`src/rtl/suite_pkg.sv`:
```
// Shared types for the video timing meter: FSM states, sync polarity constants and the measurement record.
package suite_pkg;

  localparam int CW_DEFAULT = 12;

  localparam bit SYNC_ACTIVE_LOW  = 1'b0;
  localparam bit SYNC_ACTIVE_HIGH = 1'b1;

  typedef enum logic [1:0] {
    IDLE,
    ARMED,
    MEASURE
  } meter_state_t;

  typedef struct packed {
    logic [CW_DEFAULT-1:0] h_active;
    logic [CW_DEFAULT-1:0] h_total;
    logic [CW_DEFAULT-1:0] v_active;
    logic [CW_DEFAULT-1:0] v_total;
  } meas_t;

endpackage

```
`src/rtl/sync_edge_det.sv`:
```
// Leading-edge detector on a sync input, evaluated only on pixel-enable samples.
// Combinational pulse on the sample that goes active; no backpressure (paced by ce).
module sync_edge_det #(
  parameter bit POL = 1'b1
) (
  input  logic clk,
  input  logic reset,
  input  logic ce,
  input  logic sync,
  output logic lead
);

  logic act;
  logic prev_act;

  assign act = (sync == POL);

  // Held "active" through reset so a sync already asserted at release is not taken as an edge.
  always_ff @(posedge clk) begin
    if (reset) begin
      prev_act <= 1'b1;
    end else if (ce) begin
      prev_act <= act;
    end
  end

  assign lead = ce && act && !prev_act;

endmodule

```
`src/rtl/video_timing_meter.sv`:
```
// Registers the pixel stream by one ce sample and measures line/frame geometry, publishing per-frame results.
// Stream latency 1 ce sample; measurements update on the clk after each v_sync edge; no backpressure.
module video_timing_meter
  import suite_pkg::*;
#(
  parameter int CW            = CW_DEFAULT,
  parameter bit HS_POL        = SYNC_ACTIVE_LOW,
  parameter bit VS_POL        = SYNC_ACTIVE_HIGH,
  parameter int STABLE_FRAMES = 2
) (
  input  logic          clk,
  input  logic          reset,
  input  logic          ce_pix,
  input  logic          h_blank,
  input  logic          v_blank,
  input  logic          h_sync,
  input  logic          v_sync,
  input  logic [7:0]    r,
  input  logic [7:0]    g,
  input  logic [7:0]    b,
  output logic          o_ce_pix,
  output logic          o_h_blank,
  output logic          o_v_blank,
  output logic          o_h_sync,
  output logic          o_v_sync,
  output logic [7:0]    o_r,
  output logic [7:0]    o_g,
  output logic [7:0]    o_b,
  output logic [CW-1:0] h_active,
  output logic [CW-1:0] h_total,
  output logic [CW-1:0] v_active,
  output logic [CW-1:0] v_total,
  output logic          meas_valid,
  output logic          meas_changed
);

  localparam logic [CW-1:0] CNT_MAX    = '1;
  localparam logic [3:0]    STABLE_MAX = 4'hF;
  localparam logic [3:0]    STABLE_TH  = 4'(STABLE_FRAMES - 1);

  function automatic logic [CW-1:0] sat_inc(input logic [CW-1:0] v);
    return (v == CNT_MAX) ? v : v + CW'(1);
  endfunction

  logic          h_lead, v_lead;
  logic [CW-1:0] pix_cnt, act_cnt;
  logic [CW-1:0] line_total, line_active;
  logic [CW-1:0] line_cnt, vact_cnt;
  logic          line_has_act;
  logic [CW-1:0] line_total_n, line_active_n, line_cnt_n, vact_cnt_n;
  logic          cnt_sat;
  meas_t         cand, meas;
  meter_state_t  state;
  logic [3:0]    stable_cnt, stable_inc;

  sync_edge_det #(.POL(HS_POL)) u_hs_edge (
    .clk   (clk),
    .reset (reset),
    .ce    (ce_pix),
    .sync  (h_sync),
    .lead  (h_lead)
  );

  sync_edge_det #(.POL(VS_POL)) u_vs_edge (
    .clk   (clk),
    .reset (reset),
    .ce    (ce_pix),
    .sync  (v_sync),
    .lead  (v_lead)
  );

  always_ff @(posedge clk) begin
    if (reset) begin
      o_ce_pix  <= 1'b0;
      o_h_blank <= 1'b1;
      o_v_blank <= 1'b1;
      o_h_sync  <= 1'b0;
      o_v_sync  <= 1'b0;
      o_r       <= '0;
      o_g       <= '0;
      o_b       <= '0;
    end else begin
      o_ce_pix <= ce_pix;
      if (ce_pix) begin
        o_h_blank <= h_blank;
        o_v_blank <= v_blank;
        o_h_sync  <= h_sync;
        o_v_sync  <= v_sync;
        o_r       <= r;
        o_g       <= g;
        o_b       <= b;
      end
    end
  end

  // Line-end results as they stand after this sample, so a coincident v edge commits the line just closed.
  always_comb begin
    line_total_n  = line_total;
    line_active_n = line_active;
    line_cnt_n    = line_cnt;
    vact_cnt_n    = vact_cnt;
    if (h_lead) begin
      line_total_n  = pix_cnt;
      line_active_n = act_cnt;
      line_cnt_n    = sat_inc(line_cnt);
      if (line_has_act) begin
        vact_cnt_n = sat_inc(vact_cnt);
      end
    end
    cand.h_active = line_active_n;
    cand.h_total  = line_total_n;
    cand.v_active = vact_cnt_n;
    cand.v_total  = line_cnt_n;
  end

  always_ff @(posedge clk) begin
    if (reset) begin
      pix_cnt      <= '0;
      act_cnt      <= '0;
      line_total   <= '0;
      line_active  <= '0;
      line_cnt     <= '0;
      vact_cnt     <= '0;
      line_has_act <= 1'b0;
    end else if (ce_pix) begin
      if (h_lead) begin
        pix_cnt      <= CW'(1);
        act_cnt      <= {{(CW-1){1'b0}}, !h_blank};
        line_has_act <= !h_blank && !v_blank;
      end else begin
        pix_cnt <= sat_inc(pix_cnt);
        if (!h_blank) begin
          act_cnt <= sat_inc(act_cnt);
        end
        if (!h_blank && !v_blank) begin
          line_has_act <= 1'b1;
        end
      end
      line_total  <= line_total_n;
      line_active <= line_active_n;
      if (v_lead) begin
        line_cnt <= '0;
        vact_cnt <= '0;
      end else begin
        line_cnt <= line_cnt_n;
        vact_cnt <= vact_cnt_n;
      end
    end
  end

  assign cnt_sat    = (pix_cnt == CNT_MAX) || (line_cnt == CNT_MAX);
  assign stable_inc = (stable_cnt == STABLE_MAX) ? stable_cnt : stable_cnt + 4'd1;

  // A saturated counter means the syncs are gone; drop lock but keep the last published values.
  always_ff @(posedge clk) begin
    if (reset) begin
      state        <= IDLE;
      meas         <= '0;
      meas_valid   <= 1'b0;
      meas_changed <= 1'b0;
      stable_cnt   <= '0;
    end else begin
      meas_changed <= 1'b0;
      if (cnt_sat) begin
        state      <= IDLE;
        meas_valid <= 1'b0;
        stable_cnt <= '0;
      end else if (v_lead) begin
        case (state)
          IDLE: state <= ARMED;
          default: begin
            state <= MEASURE;
            meas  <= cand;
            if (cand == meas) begin
              stable_cnt <= stable_inc;
              meas_valid <= (stable_inc >= STABLE_TH);
            end else begin
              stable_cnt   <= '0;
              meas_valid   <= 1'b0;
              meas_changed <= 1'b1;
            end
          end
        endcase
      end
    end
  end

  assign h_active = meas.h_active;
  assign h_total  = meas.h_total;
  assign v_active = meas.v_active;
  assign v_total  = meas.v_total;

endmodule

```
`config.mk`:
```
export PLATFORM = sky130hd
export DESIGN_NAME = video_timing_meter
export DESIGN_NICKNAME = d
export VERILOG_FILES = /design/src/rtl/suite_pkg.sv /design/src/rtl/sync_edge_det.sv /design/src/rtl/video_timing_meter.sv
export SDC_FILE = /design/constraint.sdc
export NUM_CORES = 1
export LEC_CHECK = 0
export ABC_AREA = 1
export CORE_MARGIN = 2
export CORE_UTILIZATION = 49
export CTS_BUF_LIST = sky130_fd_sc_hd__clkbuf_4 sky130_fd_sc_hd__clkbuf_8
export CTS_CLUSTER_SIZE = 30
export DETAILED_ROUTE_END_ITERATION = 10
export PLACE_DENSITY = 0.74
export SLEW_MARGIN = 25
export SYNTH_ARGS = -nofsm -noshare
export SYNTH_HDL_FRONTEND = slang
export SYNTH_SLANG_ARGS = --single-unit
export TNS_END_PERCENT = 5
```
`constraint.sdc`:
```
create_clock -name clk -period 2.1 [get_ports clk]
set_input_delay 0.42 -clock clk [delete_from_list [all_inputs] [get_ports clk]]
set_output_delay 0.42 -clock clk [all_outputs]
set_load 0.005 [all_outputs]
```
### Yosys cells after proc, flatten, opt, wreduce, memory -nomap -nowiden

Cells that the tools add are included.

| cells by class | value |
|---|---|
| add/subtract/negate cells | 5 |
| order comparisons | 1 |
| equality and inequality tests | 9 |
| mux-type cells | 21 |
| bitwise gates (word level) | 4 |
| reduce and logical (&&, ||, !) cells | 19 |

Operators with widths:

| kind | count |
|---|---|
| 2-to-1 mux 12 bit | 14 |
| adder 12 x 1 -> 12 bit (second input constant) | 4 |
| equality test 12 bit (second input constant) | 4 |
| equality test 48 bit | 1 |
| 2-to-1 mux 4 bit | 2 |
| AND reduction 2 bit | 3 |
| AND reduction 3 bit | 2 |
| logical AND 1 bit | 5 |
| adder 4 x 1 -> 4 bit (second input constant) | 1 |
| equality test 4 bit (second input constant) | 1 |
| greater-or-equal comparator 4 x 1 -> 1 bit (second input constant) | 1 |
| logical NOT 1 bit | 4 |
| 2-to-1 mux 1 bit | 4 |
| != test 2 bit (second input constant) | 2 |
| inverter 1 bit | 4 |
| OR reduction 4 bit | 1 |
| logical NOT 2 bit | 1 |
| 2-to-1 mux 2 bit | 1 |
| != test 2 x 1 -> 1 bit (second input constant) | 1 |
| nonzero test 2 bit | 1 |
| OR reduction 2 bit | 1 |
| logical OR 1 bit | 1 |

| storage, ports and cells | value |
|---|---|
| register bits after elaboration | 160 |
| input port bits | 31 |
| output and inout port bits | 79 |
| logic and storage cells | 84 |

### Longest topological paths before layout

| logic depth | value |
|---|---|
| word-level depth | 6 |
| depth in mapped cells | 17 |
| gate-level depth less buffers | 16 |

### Cells and area by module

A second synthesis with hierarchy kept.

| second synthesis, totals | value |
|---|---|
| cell total of the unflattened synthesis | 1,188 |
| area total of the unflattened synthesis | 7,943.9 um2 |

Modules (own cells, without submodules):

| module | times used | cells an instance | area an instance (um2) | seq. area each (um2) |
|---|---|---|---|---|
| video_timing_meter | 1 | 1,173 | 7,847.5 | 3,163.0 |
| sync_edge_det at u_hs_edge | 1 | 8 | 50.0 | 20.0 |
| sync_edge_det at u_vs_edge | 1 | 7 | 46.3 | 20.0 |

### Worst setup path after synthesis

No wires, ideal clock.

| path | value |
|---|---|
| path kind | flip-flop to flip-flop |
| start point | register vact_cnt[0] |
| end point | register meas_valid |
| setup time | 0.072 ns |
| arrival time | 1.937 ns |
| required time | 2.028 ns |
| setup slack | 0.090 ns |
| cell stages (with the launch flop) | 15 |
| path buffers | 1 |
| clock period less this slack | 2.010 ns |
| cell sequence | dfxtp_1 -> ha_1 -> nand3_1 -> nor2_1 -> nand3_2 -> buf_2 -> nand3_1 -> nand2_1 -> nand2_1 -> nand4_1 -> nor2_1 -> nand2_1 -> nor2_2 -> nand4_1 -> a21oi_1 |

| on the way | value |
|---|---|
| longest elaborated chain between the ends | 6 |
| elaborated cells on any way between the ends | 7 |
| classes of those cells | add/sub: 1; eq/ne: 2; mux: 4 |

Ends and longest elaborated chain:

| item | RTL line | source |
|---|---|---|
| start: declaration | video_timing_meter.sv:48 | `logic [CW-1:0] line_cnt, vact_cnt;` |
| start signal: assignment | video_timing_meter.sv:146 | `vact_cnt <= vact_cnt_n;` |
| adder 12 x 1 -> 12 bit / equality test 12 bit (equally long branches) | video_timing_meter.sv:42 | `return (v == CNT_MAX) ? v : v + CW'(1);` |
| 2-to-1 mux 12 bit | video_timing_meter.sv:42 |  |
| 2-to-1 mux 12 bit | video_timing_meter.sv:106 | `if (line_has_act) begin` |
| 2-to-1 mux 12 bit * | video_timing_meter.sv:102 | `if (h_lead) begin` |
| equality test 48 bit * | video_timing_meter.sv:174 | `if (cand == meas) begin` |
| 2-to-1 mux 1 bit * | video_timing_meter.sv:174 |  |
| end signal: assignment | video_timing_meter.sv:176 | `meas_valid <= (stable_inc >= STABLE_TH);` |
| end: declaration | video_timing_meter.sv:33 | `output logic meas_valid,` |

Every way passes the cells marked *; elsewhere a longest branch is shown, timed or not.
A chain may end at the register's enable or synchronous reset.

### Worst setup path after layout

| path | value |
|---|---|
| start point | register u_hs_edge.prev_act |
| end point | register stable_cnt[1] |

| on the way | value |
|---|---|
| longest elaborated chain between the ends | 5 |
| elaborated cells on any way between the ends | 8 |
| classes of those cells | eq/ne: 1; mux: 5; reduce/logical: 2 |

Ends and longest elaborated chain:

| item | RTL line | source |
|---|---|---|
| start: declaration | sync_edge_det.sv:14 | `logic prev_act;` |
| start signal: assignment | sync_edge_det.sv:23 | `prev_act <= act;` |
| logical NOT 1 bit * | sync_edge_det.sv:27 | `assign lead = ce && act && !prev_act;` |
| logical AND 1 bit * | sync_edge_det.sv:27 |  |
| 2-to-1 mux 12 bit | video_timing_meter.sv:102 |  |
| equality test 48 bit * | video_timing_meter.sv:174 |  |
| 2-to-1 mux 4 bit * | video_timing_meter.sv:174 |  |
| end signal: assignment | video_timing_meter.sv:175 | `stable_cnt <= stable_inc;` |
| end: declaration | video_timing_meter.sv:54 | `logic [3:0] stable_cnt, stable_inc;` |

Marked as above.

==> results.toml <==
[logic_synthesis]
yosys.cell_types.count = 34
synthesis.nets = 1180
yosysTopAreaCellShare_pct = 41.99
yosys_warnings = 0
netlist_area_mm2 = 0.007629
synth.area.top_cells = "dfxtp_1, nand2_1, inv_1"
synth_top_cell_by_area = "dfxtp_1"
synth.yosys.seq_area_share_pct = 41.99
avgSynthCellArea_um2 = 6.674
syn_inst = 1143
ys_seq_elements = 160

[placement]
portBuffers = 109
place_hpwl_um = 14610
gp_congestion = 0.8817
dp.cells = 1527
pre_cts_ws_ns = -0.9173
placed_area_mm2 = 0.009878

[sta]
rsz0062_at_grt = "yes"
setup_viol = 7
fin_crit_ns = 2.234
worst_slew_pin_slew_ns = 0.7419
max_slew_margin_pct = 50.54
finalCritPeriodShare_pct = 106.4
skew_ns = 0.01386
slew_violations = 0
setup_tns_ns = -0.6046
setup_ws_ns = -0.1339
final-hold-violation-count = 0
fmax_mhz = 447.7

[setup_path]
arrival_ns = 2.63
rrSetupSlack_ns = -0.13
crit_path_cell_trace = "buf_4 > nor2_4 > buf_12 > buf_12 > nand3_4 > inv_2 > nand2_1 > nand3_1 > nand4_1 > nor2_2 > nand2_2 > nor2_4 > nand4_1 > a21oi_2"
required_ns = 2.49
cpMaxStageDelayCell = "dfxtp_2"
endpoint_kind = "flip-flop"
setup.worst_path.class = "flip-flop to flip-flop"
crit_fanout = 7
crit_path_start_kind = "flip-flop"
slowest_delay_ns = 0.34

[clocking]
postCtsHoldBufs = 0
clock_sink_count = 160
numCtsBuffers = 17
cts-root-buf = "clkbuf_8"
ctsLongestPathBuffers = 2
insertion_delay_ns = 0.46
clk_pin_slew_ns = 0.09
cts_tree = "yes"
cts_htree_levels = 4

[status]
status = "finished, violations left"
violations = "negative setup slack"

[job]
maxCapViolCount = 0

[global_route]
grt_pass1_vias = 7491
grt_overflow = 0
grt_pass1_wl_um = 35300
grt_max_degree = 56
antenna_found_initial = 1
grtUsageTotal_pct = 26.39

[die]
coreArea_mm2 = 0.01520
die_area_mm2 = 0.01658
fp.dieW_um = 128.8
die_y_um = 128.8
start_util_pct = 50.18
io_pins = 110
rows = 45

[detailed_routing]
wirelength_um = 21850
drt_iter0_drc = 561
post-route-drc-count = 0
drtPass1Iterations = 5
dr_total_vias = 8094
vias_per_cell = 5.149
wl_per_cell_um = 13.90
ant_nets = 0

[power_and_ir_drop]
p_leak_nw = 4.544
pwr-share-clk_pct = 39.9
swShare_pct = 25.65
ir_worst_vdd_uv = 748.8
p_int_mw = 4.749
p_comb_share_pct = 10.9
p_sw_mw = 1.638
seqPwrFrac_pct = 49.3
power_density_mw_per_mm2 = 590.8

[min_path]
min_path_type = "input pin to flip-flop"

[layout]
ff_latch_area_mm2 = 0.003212
fin_util_pct = 71.11
syn_to_final_growth_pct = 41.71
fillCellCount = 1234
fin_area_mm2 = 0.01081
nNetsFinal = 1407
final_common_cell = "nand2_1"
finalNonFillerCells = 1572
multi_input_area_mm2 = 0.004035
drive_above_1_share_pct = 18.87
final_cell_mix = "nand2_1, dfxtp_1, inv_1"
==> final timing paths <==
check                                   startpoint            end  cells after the start
worst max register to register  u_hs_edge.prev_act  stable_cnt[1]                     14
worst min-delay path                         reset   meas_changed                      4
worst max-delay path            u_hs_edge.prev_act  stable_cnt[1]                     14
worst min register to register           o_v_blank      o_v_blank                      2
==> cell type report <==
class,instances,area share [%]
clock buffers,17,2.164
inverters,137,4.757
diodes,1,0.02315
repair buffers,254,21.91
flip-flops and latches,160,29.71
multi-input cells,800,37.33
well taps,188,2.176
clock inverters,15,1.933
==> power groups by stage <==
stage	Clock (mW)	Sequential (mW)	Combinational, mW
finish	2.55	3.15	0.695
global route	2.69	3.16	0.768
CTS	2.56	3.14	0.678
detailed placement	0	3.21	0.641
global placement	0	3.21	0.635
floorplan	0	3.21	0.314
==> worst max-delay path: cells and delay by family (launching register included) <==
kind            cells  cell delay (ns)
simple gates        9             1.19
compound gates      1             0.14
flops               1             0.34
buf+inv             4             0.49
==> metal layers <==
| layer | global-route usage, % | share of wire, % | routed length, um | vias up |
|---|---|---|---|---|
| li1 | - | - | - | 4123 |
| met1 | 34.29 | 46 | 9995 | 3731 |
| met2 | 44.07 | 47 | 10300 | 207 |
| met3 | 6.362 | 5.4 | 1175 | 33 |
| met4 | 7.161 | 1.8 | 384 | 0 |
| met5 | 0 | 0 | 0 | - |
==> flip-flops by register name, summed over array words and instances, names as in the netlist, 2 cells and up <==
name         count
vact_cnt        12
h_active        12
v_active        12
act_cnt         12
h_total         12
line_total      12
o_g              8
o_b              8
line_active     12
state            2
pix_cnt         12
v_total         12
stable_cnt       4
o_r              8
line_cnt        12
==> kinds of logic after synthesis <==
| logic type | count (synthesis) | share of synthesized area [%] |
|---|---|---|
| AND/OR/NAND/NOR | 606 | 33.61 |
| flip-flops | 160 | 41.99 |
| buffers and inverters | 184 | 9.431 |
| AO/OA/AOI/OAI | 170 | 11.46 |
| XOR/XNOR | 17 | 2.526 |
| adder cells (fa/ha/maj) | 6 | 0.9841 |
==> through the flow <==
step / hold WS [ns] / total power [mW]
after floorplan: 0.4433 / 3.528
after global placement: 0.4406 / 3.846
after detailed placement: 0.4499 / 3.855
after CTS: 0.4319 / 6.386
after global routing: 0.4881 / 6.619
final: 0.4656 / 6.387
==> Yosys cell counts (all sizes together) <==
library cell and instances:
nand2 301, dfxtp 160, nor2 139, inv 135, nand3 96, o21ai 84, a21oi 76, nor3 35
clkbuf 34, nand4 19, buf 13, nand3b 9, xor2 9, ha 6, xnor2 5, a211oi 4
or2 4, a31oi 2, clkinv 2, nor4 2, xor3 2, nor3b 1, o211ai 1, o21a 1
o31ai 1, o32ai 1, xnor3 1
==> timing repair <==
action | in CTS | in global routing
cloned | 3 | 0
pin swaps | 22 | 39
setup buffers | 3 | 6
gates resized for setup | 59 | 54
setup endpoints to repair | 58 | 46
Note: power is estimated with default switching activity, not from simulation.
